## config.mk

```make
export PLATFORM = sky130hd
export DESIGN_NAME = des_key_schedule
export DESIGN_NICKNAME = d
export VERILOG_FILES = /design/src/rtl/des_key_schedule.sv
export SDC_FILE = /design/constraint.sdc
export NUM_CORES = 1
export LEC_CHECK = 0
export ABC_AREA = 1
export BUFFER_PORTS_ARGS = -buffer_cell sky130_fd_sc_hd__buf_2
export CAP_MARGIN = 20
export CORE_MARGIN = 4
export CORE_UTILIZATION = 53
export CTS_CLUSTER_SIZE = 8
export DETAILED_ROUTE_END_ITERATION = 10
export PLACE_DENSITY = 0.77
export SLEW_MARGIN = 20
export SYNTH_ARGS = -nofsm -noshare
export SYNTH_HDL_FRONTEND = slang
export SYNTH_SLANG_ARGS = --single-unit
export TNS_END_PERCENT = 10
```

## constraint.sdc

```tcl
create_clock -name clk -period 5 [get_ports clk]
set_input_delay 0.25 -clock clk [delete_from_list [all_inputs] [get_ports clk]]
set_output_delay 0.25 -clock clk [all_outputs]
set_load 0.01 [all_outputs]
```

## src/rtl/des_key_schedule.sv

```systemverilog
// Iterative DES subkey generator: PC-1 on load, one rotation step per
// round, combinational PC-2 of the C/D registers as the round key.
module des_key_schedule (
  input  logic        clk,
  input  logic        rst_n,
  input  logic        start,
  input  logic        decrypt,
  input  logic [1:64] key,
  input  logic        next,
  output logic [1:48] Kn,
  output logic        valid,
  output logic [4:0]  round,
  output logic        last,
  output logic        busy
);

  typedef enum logic {IDLE, ACTIVE} state_t;

  localparam int PC1 [56] = '{
    57, 49, 41, 33, 25, 17,  9,  1, 58, 50, 42, 34, 26, 18,
    10,  2, 59, 51, 43, 35, 27, 19, 11,  3, 60, 52, 44, 36,
    63, 55, 47, 39, 31, 23, 15,  7, 62, 54, 46, 38, 30, 22,
    14,  6, 61, 53, 45, 37, 29, 21, 13,  5, 28, 20, 12,  4
  };

  localparam int PC2 [48] = '{
    14, 17, 11, 24,  1,  5,  3, 28, 15,  6, 21, 10,
    23, 19, 12,  4, 26,  8, 16,  7, 27, 20, 13,  2,
    41, 52, 31, 37, 47, 55, 30, 40, 51, 45, 33, 48,
    44, 49, 39, 56, 34, 53, 46, 42, 50, 36, 29, 32
  };

  state_t      state_q, state_d;
  logic [1:28] c_q, c_d;
  logic [1:28] d_q, d_d;
  logic [4:0]  round_q, round_d;
  logic        dir_q, dir_d;

  logic [1:56] pc1_cd;
  logic [1:56] cd_q;
  logic [4:0]  round_nxt;
  logic        one_step;

  function automatic logic [1:28] rot(
    input logic [1:28] v,
    input logic        left,
    input logic        two
  );
    logic [1:28] r;
    r = v;
    unique case (1'b1)
      ( left && !two): r = {v[2:28], v[1]};
      ( left &&  two): r = {v[3:28], v[1:2]};
      (!left && !two): r = {v[28], v[1:27]};
      (!left &&  two): r = {v[27:28], v[1:26]};
    endcase
    return r;
  endfunction

  for (genvar g = 0; g < 56; g++) begin : g_pc1
    assign pc1_cd[g+1] = key[PC1[g]];
  end

  assign cd_q = {c_q, d_q};

  for (genvar g = 0; g < 48; g++) begin : g_pc2
    assign Kn[g+1] = cd_q[PC2[g]];
  end

  // Rounds 2, 9 and 16 take a single-bit step in both directions
  assign round_nxt = round_q + 5'd1;
  assign one_step  = (round_nxt == 5'd2)
                   | (round_nxt == 5'd9)
                   | (round_nxt == 5'd16);

  always_comb begin
    state_d = state_q;
    c_d     = c_q;
    d_d     = d_q;
    round_d = round_q;
    dir_d   = dir_q;
    unique case (state_q)
      IDLE: begin
        if (start) begin
          // Decrypt starts at K16, which sits at zero net rotation
          c_d     = decrypt ? pc1_cd[1:28]
                            : rot(pc1_cd[1:28], 1'b1, 1'b0);
          d_d     = decrypt ? pc1_cd[29:56]
                            : rot(pc1_cd[29:56], 1'b1, 1'b0);
          dir_d   = decrypt;
          round_d = 5'd1;
          state_d = ACTIVE;
        end
      end
      ACTIVE: begin
        if (next) begin
          if (round_q >= 5'd16) begin
            round_d = 5'd0;
            state_d = IDLE;
          end else begin
            c_d     = rot(c_q, ~dir_q, ~one_step);
            d_d     = rot(d_q, ~dir_q, ~one_step);
            round_d = round_nxt;
          end
        end
      end
    endcase
  end

  always_ff @(posedge clk or negedge rst_n) begin
    if (!rst_n) begin
      state_q <= IDLE;
      c_q     <= '0;
      d_q     <= '0;
      round_q <= '0;
      dir_q   <= 1'b0;
    end else begin
      state_q <= state_d;
      c_q     <= c_d;
      d_q     <= d_d;
      round_q <= round_d;
      dir_q   <= dir_d;
    end
  end

  assign valid = (state_q == ACTIVE);
  assign busy  = valid;
  assign round = round_q;
  assign last  = valid && (round_q == 5'd16);

endmodule

```

== Word level (Yosys, flattened, before mapping) ==
Index checks and enable logic that the tools add are counted.
Storage, ports and cells
  register bits after elaboration: 63
  bits of input ports: 69
  output and inout port bits: 56
  logic and storage cells: 47
Operators by class
  add/sub/neg operators: 1
  order comparisons: 1
  eq/ne operators: 7
  muxes and demuxes: 20
  bitwise operators: 5
  reduce and logical (&&, ||, !) cells: 8
Operator list (count)
  $mux 28: 8
  $pmux 28 s4: 2
  $pmux 28 s2: 2
  $mux 5: 3
  $eq 5x5->1 const B: 2
  $pmux 5 s2: 1
  $ne 2x2->1 const B: 3
  $add 5x1->5 const B: 1
  $eq 5x2->1 const B: 1
  $eq 5x4->1 const B: 1
  $ge 5x5->1 const B: 1
  $logic_and 1x1->1: 5
  $reduce_and 2->1: 2
  $mux 1: 3
  $not 1->1: 3
  $reduce_and 3->1: 1
  $or 1x1->1: 2
  $pmux 1 s2: 1

== Depth between registers and ports, before layout ==
Gate-level depths: netlist of the first run.
  depth in word-level cells: 10
  gate-level depth with buffers: 15
  gate-level depth less buffers: 14

== Worst setup path before layout of the first run ==
Ideal clock, no wire load.
  kind: flip-flop to flip-flop
  start point: reg round_q[0], in the netlist round[0]
  end point: reg c_q[1] in the netlist's numbering
  library setup time: 77 ps
  arrival time: 2332 ps
  required time: 4923 ps
  path slack: 2591 ps
  cell stages (with the launch flop): 15
  buffers on the path: 1
  clock period less this slack: 2409 ps
  cells stage by stage: dfrtp_1 > ha_1 > nand2_1 > nor2_1 > ha_1 > inv_1 > or2_2 > nand3_1 > nand2_2 > nand3_4 > clkbuf_1 > nand3_1 > nand3_1 > nand2_1 > a21oi_1
Between the ends
  longest elaborated chain between the ends: 10
  elaborated cells on any way between the ends: 18
  classes of those cells: 1 x add/sub; 1 x order compare; 4 x eq/ne; 4 x mux; 3 x bitwise; 5 x reduce/logical
Ends and longest elaborated chain
  start: declaration: RTL line 36  | logic [4:0] round_q, round_d;
  start signal: assignment: RTL line 121  | round_q <= round_d;
  $add 5x1->5: RTL line 71  | assign round_nxt = round_q + 5'd1;
  $eq 5x2->1 / $eq 5x4->1 (equally long branches): RTL line 72, 73
  $or 1x1->1: RTL line 73  | | (round_nxt == 5'd9)
  $or 1x1->1: RTL line 74  | | (round_nxt == 5'd16);
  $not 1->1: RTL line 101  | c_d = rot(c_q, ~dir_q, ~one_step);
  $logic_and 1x1->1, on equally long branches: RTL line 55, 53
  $pmux 28 s4: RTL line 51  | unique case (1'b1)
  $mux 28: RTL line 97  | if (round_q >= 5'd16) begin
  $mux 28: RTL line 96  | if (next) begin
  $pmux 28 s2: RTL line 82  | unique case (state_q)
  end signal: assignment: RTL line 113  | c_q <= '0;
  end signal: assignment: RTL line 119  | c_q <= c_d;
  end: declaration: RTL line 34  | logic [1:28] c_q, c_d;
Parallel ways exist; a longest one is shown, timed or not. The select of a mux whose other input is x is not followed.
A chain may end at the register's enable or synchronous reset.

== Worst setup path in the final report of the first run ==
  start point: reg round_q[0], in the netlist round[0]
  end point: reg d_q[10] in the netlist's numbering
Between the ends
  longest elaborated chain between the ends: 10
  elaborated cells on any way between the ends: 18
  classes of those cells: 1 x add/sub; 1 x order compare; 4 x eq/ne; 4 x mux; 3 x bitwise; 5 x reduce/logical
Ends and longest elaborated chain
  $add 5x1->5: RTL line 71
  $eq 5x2->1 / $eq 5x4->1 (equally long branches): RTL line 72, 73
  $or 1x1->1: RTL line 73
  $or 1x1->1: RTL line 74
  $not 1->1: RTL line 102  | d_d = rot(d_q, ~dir_q, ~one_step);
  $logic_and 1x1->1, on equally long branches: RTL line 55, 53
  $pmux 28 s4: RTL line 51
  $mux 28: RTL line 97
  $mux 28: RTL line 96
  $pmux 28 s2: RTL line 82
  end signal: assignment: RTL line 114  | d_q <= '0;
  end signal: assignment: RTL line 120  | d_q <= d_d;
  end: declaration: RTL line 35  | logic [1:28] d_q, d_d;
Parallel ways exist; a longest one is shown, timed or not. The select of a mux whose other input is x is not followed.

==> flow_metrics.env, run 1 <==
export IMPL_area_sequential_sq_mm=0.00158
export IMPL_yosys_area_top_type="dfrtp_1"
export IMPL_dp_hpwl_um=10100
export IMPL_gp_congestion=0.805
export IMPL_critPathCaptureType="flop"
export IMPL_seq_area_frac_synth_pct=25.6
export IMPL_fin_nets=1082
export IMPL_synthXorXnorAreaFrac_pct=0.142
export IMPL_min_period_ps=3870
export IMPL_fillers=1188
export IMPL_ant_nets=0
export IMPL_crit_path_max_fanout=46
export IMPL_holdBufCountCts=0
export IMPL_insertion_delay_ps=340
export IMPL_die_area_sq_mm=0.0134
export IMPL_area_delta_synth_final_pct=6.75
export IMPL_grt_max_degree=84
export IMPL_drive_gt1_share_pct=17.4
export IMPL_synth_area_leaders="dfrtp_1 26%, nor2_1 12%, o21ai_0 9.5%, a21oi_1 9.2%, inv_1 7.4%"
export IMPL_tritoncts="built"
export IMPL_min_to="busy"
export IMPL_min_from="start"
export IMPL_slew_headroom_pct=28.8
export IMPL_synth_compound_area_share_pct=25.2
export IMPL_cts_sinks=63
export IMPL_worst_pin_slew_ps=1070
export IMPL_skew_ps=7.25
export IMPL_setup_viol=0
export IMPL_fin_crit_sh_pct=77.5
export IMPL_finalPower_uw=4320
export IMPL_rows=39
export IMPL_clockBufferDepth=2
export IMPL_synthMuxAreaShare_pct=0
export IMPL_hold_class="input pin to flop"
export IMPL_initial_utilization_pct=53.9
export IMPL_critPathRequiredTime_ps=5260
export IMPL_io_pins=125
export IMPL_path_class="flop to flop"
export IMPL_cp_start_kind="flop"
export IMPL_htreeDepth=3
export IMPL_outcome="completed"
export IMPL_drc=0
export IMPL_ys_flop_type="dfrtp_1"
export IMPL_vias=6400
export IMPL_avgSynthCellArea_sq_um=6.20
export IMPL_core_area_sq_mm=0.0114
export IMPL_hold_path_cell_count=3
export IMPL_grt_overflow_total=0
export IMPL_grt_pass1_vias=5699
export IMPL_grt_util_all_layers_pct=25.0
export IMPL_vias_per_cell=5.54
export IMPL_hold_violations=0
export IMPL_synth_simple_gate_area_share_pct=28.9
export IMPL_cts_setup_buffers=0
export IMPL_synth_nets=1069
export IMPL_arrival_ps=4130
export IMPL_antenna_found_initial=0
export IMPL_synthArstFlopShare_pct=100
export IMPL_die_x_um=116
export IMPL_slew_violations=0
export IMPL_power_leakage_uw=0.00339
export IMPL_synth_top_family_by_area="simple AND/OR/NAND/NOR gates"
export IMPL_r2r_start="round[0]"
export IMPL_cap_violations=0
export IMPL_multiInputGateArea_sq_mm=0.00342
export IMPL_synthCells=994
export IMPL_irDropWorstVdd_uv=320
export IMPL_yosys_warnings=0
export IMPL_r2r_cells=15
export IMPL_fmax_ghz=0.258
export IMPL_cts_resized=0
export IMPL_cts_inserted_buffers=9
export IMPL_drt_iter0_markers=586
export IMPL_routed_wl_um=16500
export IMPL_die_h_um=116
export IMPL_post_drt_wl_per_cell_um=14.3
export IMPL_n_antenna_cell=0
export IMPL_ys_types=25
export IMPL_rsz0062_at_grt="no"
export IMPL_synth_top_cell_area_share_pct=25.6
export IMPL_grt_pass1_wl_um=27700
export IMPL_numPortBuffers=116
export IMPL_synth_edf_count=0
export IMPL_syn_area_sq_mm=0.00616
export IMPL_fin_util_pct=57.6
export IMPL_powerDensity_mw_per_mm2=657
export IMPL_timing_rr_end="d_q[10]"
export IMPL_synth_adder_area_share_pct=1.22
export IMPL_reg2reg_slack_ps=1130
export IMPL_cts_root_buf="clkbuf_16"
export IMPL_fin_setup_tns_ps=0
export IMPL_clkTransAtPathRegs_ps=50
export IMPL_drt_pre_antenna_iters=6
export IMPL_synth_seq_cells=63
[power breakdown]
group | switching (uW) | internal (uW)
Combinational | 1620 | 965
Sequential | 399 | 754
Clock | 232 | 349
[kinds of logic (layout without fill, tap and decap cells)]
family | count (synthesis) | in the layout
AOI/OAI and AO/OA | 263 | 263
xor gates and xnor gates | 1 | 1
adders and majority gates | 6 | 6
buffers and inverters | 246 | 264
DFF | 63 | 63
and+or+nand+nor | 415 | 415
[worst max-delay path: stages, from the launching register on]
cell and delay [ps]:
dfrtp_1 490, ha_1 230, nand2_1 50, nor2_1 100
ha_1 240, inv_1 100, or2_2 120, nand3_1 80
nand2_2 500, nand3_4 600, nor2_8 640, buf_12 300
nor2_1 60, nand3_1 60, nand2_1 60, a21oi_1 130
[final cells by class]
| type | count | share of cell area [%] |
|---|---|---|
| Multi-Input combinational cell | 685 | 52.0 |
| Sequential cell | 63 | 24.0 |
| Timing Repair Buffer | 126 | 10.2 |
| Inverter | 122 | 6.97 |
| Clock buffer | 15 | 3.92 |
| Tap cell | 143 | 2.72 |
| Clock inverter | 1 | 0.0761 |
[per-stage QoR]
step	setup slack (ps)	cells	hold slack, ps	area (sq um)
final	1130	1155	175	6570
after CTS	1120	1154	136	6560
after floorplan	2590	994	-45.6	6160
after detailed placement	1150	1138	464	6300
after global placement	1180	1138	466	6300
after global routing	727	1155	195	6570
[cells in the final DEF, fill, tap and decap left out, types with 5 or more instances in the layout]
master,instances
nand2_1,97
nor2_1,196
nand4_1,28
clkbuf_16,9
inv_1,119
buf_2,115
clkbuf_1,5
dfrtp_1,62
ha_1,6
o211ai_2,30
o21ai_0,117
a21oi_1,113
buf_4,9
nand3_1,87
[registers in the layout, summed over array words and instances (netlist names)]
register and count:
busy 1, c_q 28, d_q 28, dir_q 1, round 5
[routing by layer]
metal  global-route usage, %  vias up  wire, um
met5                       0        -         0
met4                    6.57        0       155
met3                    4.39       15      1250
met2                    39.0      210      7540
met1                    36.0     2948      7600
li1                        -     3227         -
[cell usage after synthesis, types with 7 or more instances]
cell and number:
buf_4 53, nand4_1 28, buf_2 13, dfrtp_1 63, buf_1 7, a21oi_1 113, nand2_1 98, nand3_1 87
inv_1 121, nor2_1 196, o211ai_2 30, o21ai_0 117, clkbuf_1 47
[how the worst max path moves through the flow]
stage              from  endpoint
6_report       round[0]   d_q[10]
3_3_place_gp   round[0]   d_q[15]
4_1_cts        round[0]   d_q[10]
5_1_grt        round[0]    d_q[2]
2_1_floorplan  round[0]    c_q[1]
3_5_place_dp   round[0]    d_q[7]
No activity file was read; power rests on OpenSTA's default activity.
==> run 2: changes to the inputs <==
Settings changed: ABC_AREA 1 to 0, PLACE_DENSITY 0.77 to 0.79.
Clock period 5 ns to 3.99 ns, I/O delays scaled along.
==> run 2 against run 1 <==
Compared with the run above: clock skew is 4.3 ps higher; wire length is 9.7% lower; setup slack worse by 430 ps; utilization is 1.8 points higher; global-route usage is 0.21 points lower; critical path type unchanged; sequential power is 39% higher; register-to-register slack worse by 430 ps; sequential cell count stayed put; sequential share of layout area is 3.1 points higher; largest cell class unchanged; fmax is 18% higher; largest power group unchanged; non-clock buffer count is 2 higher; combinational power is 12% higher; highest routed layer unchanged; critical endpoint is now d_q[27].
==> flow_metrics.env, run 2 <==
export IMPL_drive_gt1_share_pct=23.8
export IMPL_final_cell_mix="114 x buf_2, 66 x mux2i_1, 62 x dfrtp_1, 59 x nor2_1, 49 x o21ai_0"
export IMPL_grt_overflow_total=0
export IMPL_die_x_um=109
export IMPL_insertion_delay_ps=340
export IMPL_cp_start_kind="flop"
export IMPL_core_area_sq_mm=0.00982
export IMPL_power_leakage_uw=0.00250
export IMPL_yosysMostFrequentCell="mux2i_1"
export IMPL_cts_resized=0
export IMPL_post_drt_wl_per_cell_um=18.7
export IMPL_synth_seq_cells=63
export IMPL_irDropWorstVdd_uv=464
export IMPL_grt_util_all_layers_pct=24.8
export IMPL_die_area_sq_mm=0.0118
export IMPL_slew_headroom_pct=35.8
export IMPL_yosys_warnings=0
export IMPL_design_area_sq_mm=0.00583
export IMPL_skew_ps=11.5
export IMPL_final_common_cell="buf_2"
export IMPL_fin_util_pct=59.3
export IMPL_synthArstFlopShare_pct=100
export IMPL_netlist_top_cells_count="66 x mux2i_1, 63 x dfrtp_1, 59 x nor2_1, 54 x clkbuf_1, 52 x buf_4"
export IMPL_worst_pin_slew_ps=963
export IMPL_setup_viol=0
export IMPL_clkTransAtPathRegs_ps=70
export IMPL_grt_max_degree=95
export IMPL_cts_setup_buffers=0
export IMPL_initial_utilization_pct=54.9
export IMPL_cts_root_buf="clkbuf_8"
export IMPL_fin_crit_sh_pct=82.5
export IMPL_yosys_area_top_type="dfrtp_1"
export IMPL_combinationalPowerShare_pct=57.3
export IMPL_drt_pre_antenna_iters=7
export IMPL_hold_path_cell_count=2
export IMPL_syn_area_sq_mm=0.00539
export IMPL_multiInputGateArea_sq_mm=0.00320
export IMPL_ys_types=35
export IMPL_powerDensity_mw_per_mm2=867
export IMPL_n_antenna_cell=0
export IMPL_numPortBuffers=116
export IMPL_drc=0
export IMPL_synth_top_family_by_area="compound AO/OA/AOI/OAI gates"
export IMPL_cap_violations=0
export IMPL_outcome="completed"
export IMPL_dp_hpwl_um=9760
export IMPL_slew_violations=0
export IMPL_gp_congestion=0.846
export IMPL_hold_class="input pin to flop"
export IMPL_hold_slack_ps=173
export IMPL_synth_top_cell_area_share_pct=29.3
export IMPL_synth_nets=710
export IMPL_synth_adder_area_share_pct=1.39
export IMPL_avgSynthCellArea_sq_um=8.49
export IMPL_hold_violations=0
export IMPL_vias_per_cell=6.51
export IMPL_fmax_ghz=0.304
export IMPL_critPathRequiredTime_ps=4210
export IMPL_synthXorXnorAreaFrac_pct=0.325
export IMPL_grt_pass1_wl_um=23700
export IMPL_area_delta_synth_final_pct=8.10
export IMPL_cts_inserted_buffers=9
export IMPL_htreeDepth=3
export IMPL_path_class="flop to flop"
export IMPL_placed_area_sq_mm=0.00562
export IMPL_tritoncts="built"
export IMPL_drt_iter0_markers=424
export IMPL_crit_path_max_fanout=23
export IMPL_dp_cells=783
export IMPL_min_from="start"
export IMPL_grt_pass1_vias=4754
export IMPL_timing_rr_end="d_q[27]"
export IMPL_synth_simple_gate_area_share_pct=15.6
export IMPL_seq_area_frac_synth_pct=29.3
export IMPL_synthMuxAreaShare_pct=16.1
export IMPL_rows=36
export IMPL_die_h_um=109
export IMPL_netSwitchingFraction_pct=49.5
export IMPL_fillers=925
export IMPL_io_pins=125
export IMPL_fin_setup_tns_ps=0
export IMPL_reg2reg_slack_ps=700
export IMPL_min_period_ps=3290
export IMPL_rsz0062_at_grt="no"
export IMPL_vias=5206
export IMPL_critPathCaptureType="flop"
export IMPL_p_clk_share_pct=11.1
export IMPL_fin_nets=737
export IMPL_stdcell_count=800
export IMPL_cts_sinks=63
export IMPL_synth_edf_count=0
export IMPL_r2r_cells=7
export IMPL_clockBufferDepth=2
export IMPL_switchingPower_uw=2500
export IMPL_p_seq_share_pct=31.6
export IMPL_holdBufCountCts=0
export IMPL_antenna_found_initial=0
export IMPL_arrival_ps=3510
export IMPL_routed_wl_um=14900
export IMPL_ys_flop_type="dfrtp_1"
export IMPL_synth_area_leaders="dfrtp_1 29%, mux2i_1 12%, buf_4 7.2%, o31ai_1 6.4%, a211oi_1 6.3%"
export IMPL_r2r_start="round[0]"
export IMPL_ant_nets=0
export IMPL_internal_power_uw=2550
export IMPL_synthCells=635
export IMPL_area_sequential_sq_mm=0.00158
export IMPL_min_to="round[3]"
export IMPL_synth_compound_area_share_pct=25.5
==> run 2: worst max path at each step <==
stage / startpoint / endpoint / slack, ps / cells past startpoint
after floorplan: round[0] / c_q[4] / 1100 / 8
after global placement: round[0] / d_q[27] / 820 / 7
after detailed placement: round[0] / d_q[27] / 760 / 7
after CTS: round[0] / d_q[27] / 730 / 7
after global routing: round[0] / d_q[27] / 520 / 7
final: round[0] / d_q[27] / 700 / 7
==> run 2: layout make-up <==
class / count / share of cell area, %
clock buffers: 12 / 2.49
multi-input cells: 456 / 54.9
flip-flops and latches: 63 / 27.1
clock inverters: 4 / 0.773
well taps: 133 / 2.86
inverters: 4 / 0.258
repair buffers: 128 / 11.6
==> run 2: routing by layer <==
layer  vias to the layer above  global-route usage [%]  part of all wire [%]
met3                        39                    4.56                   7.8
met2                       298                    37.7                    46
met4                         0                    10.4                   2.9
met5                         -                       0                     0
li1                       2385                       -                     -
met1                      2484                    34.7                    43
==> run 2: critical path, cell delays in order, from the launching register on <==
cell and delay, ps:
dfrtp_1 490, ha_1 300, and3_1 160, ha_1 310, o21ai_0 470, or2_2 560
mux4_2 560, a221o_1 300
==> run 2: power by group through the flow <==
stage | Clock [uW] | Sequential (uW) | Combinational (uW)
floorplan | 0 | 1300 | 2580
global placement | 0 | 1560 | 2760
detailed placement | 0 | 1580 | 2870
CTS | 568 | 1570 | 2890
global route | 591 | 1660 | 3180
finish | 562 | 1600 | 2890
==> run 2: metrics by stage <==
step / power (uW) / worst slack [ps]
2_1_floorplan: 3870 / 1100
3_3_place_gp: 4330 / 824
3_5_place_dp: 4450 / 757
4_1_cts: 5030 / 725
5_1_grt: 5430 / 525
6_report: 5050 / 698
==> run 2: kinds of logic (layout without fill, tap and decap cells) <==
family,count (synthesis),count (layout)
simple gates,167,167
fa+ha+maj,6,6
flops,63,63
buf+inv,116,148
mux,76,76
xor+xnor,2,2
compound gates,205,205
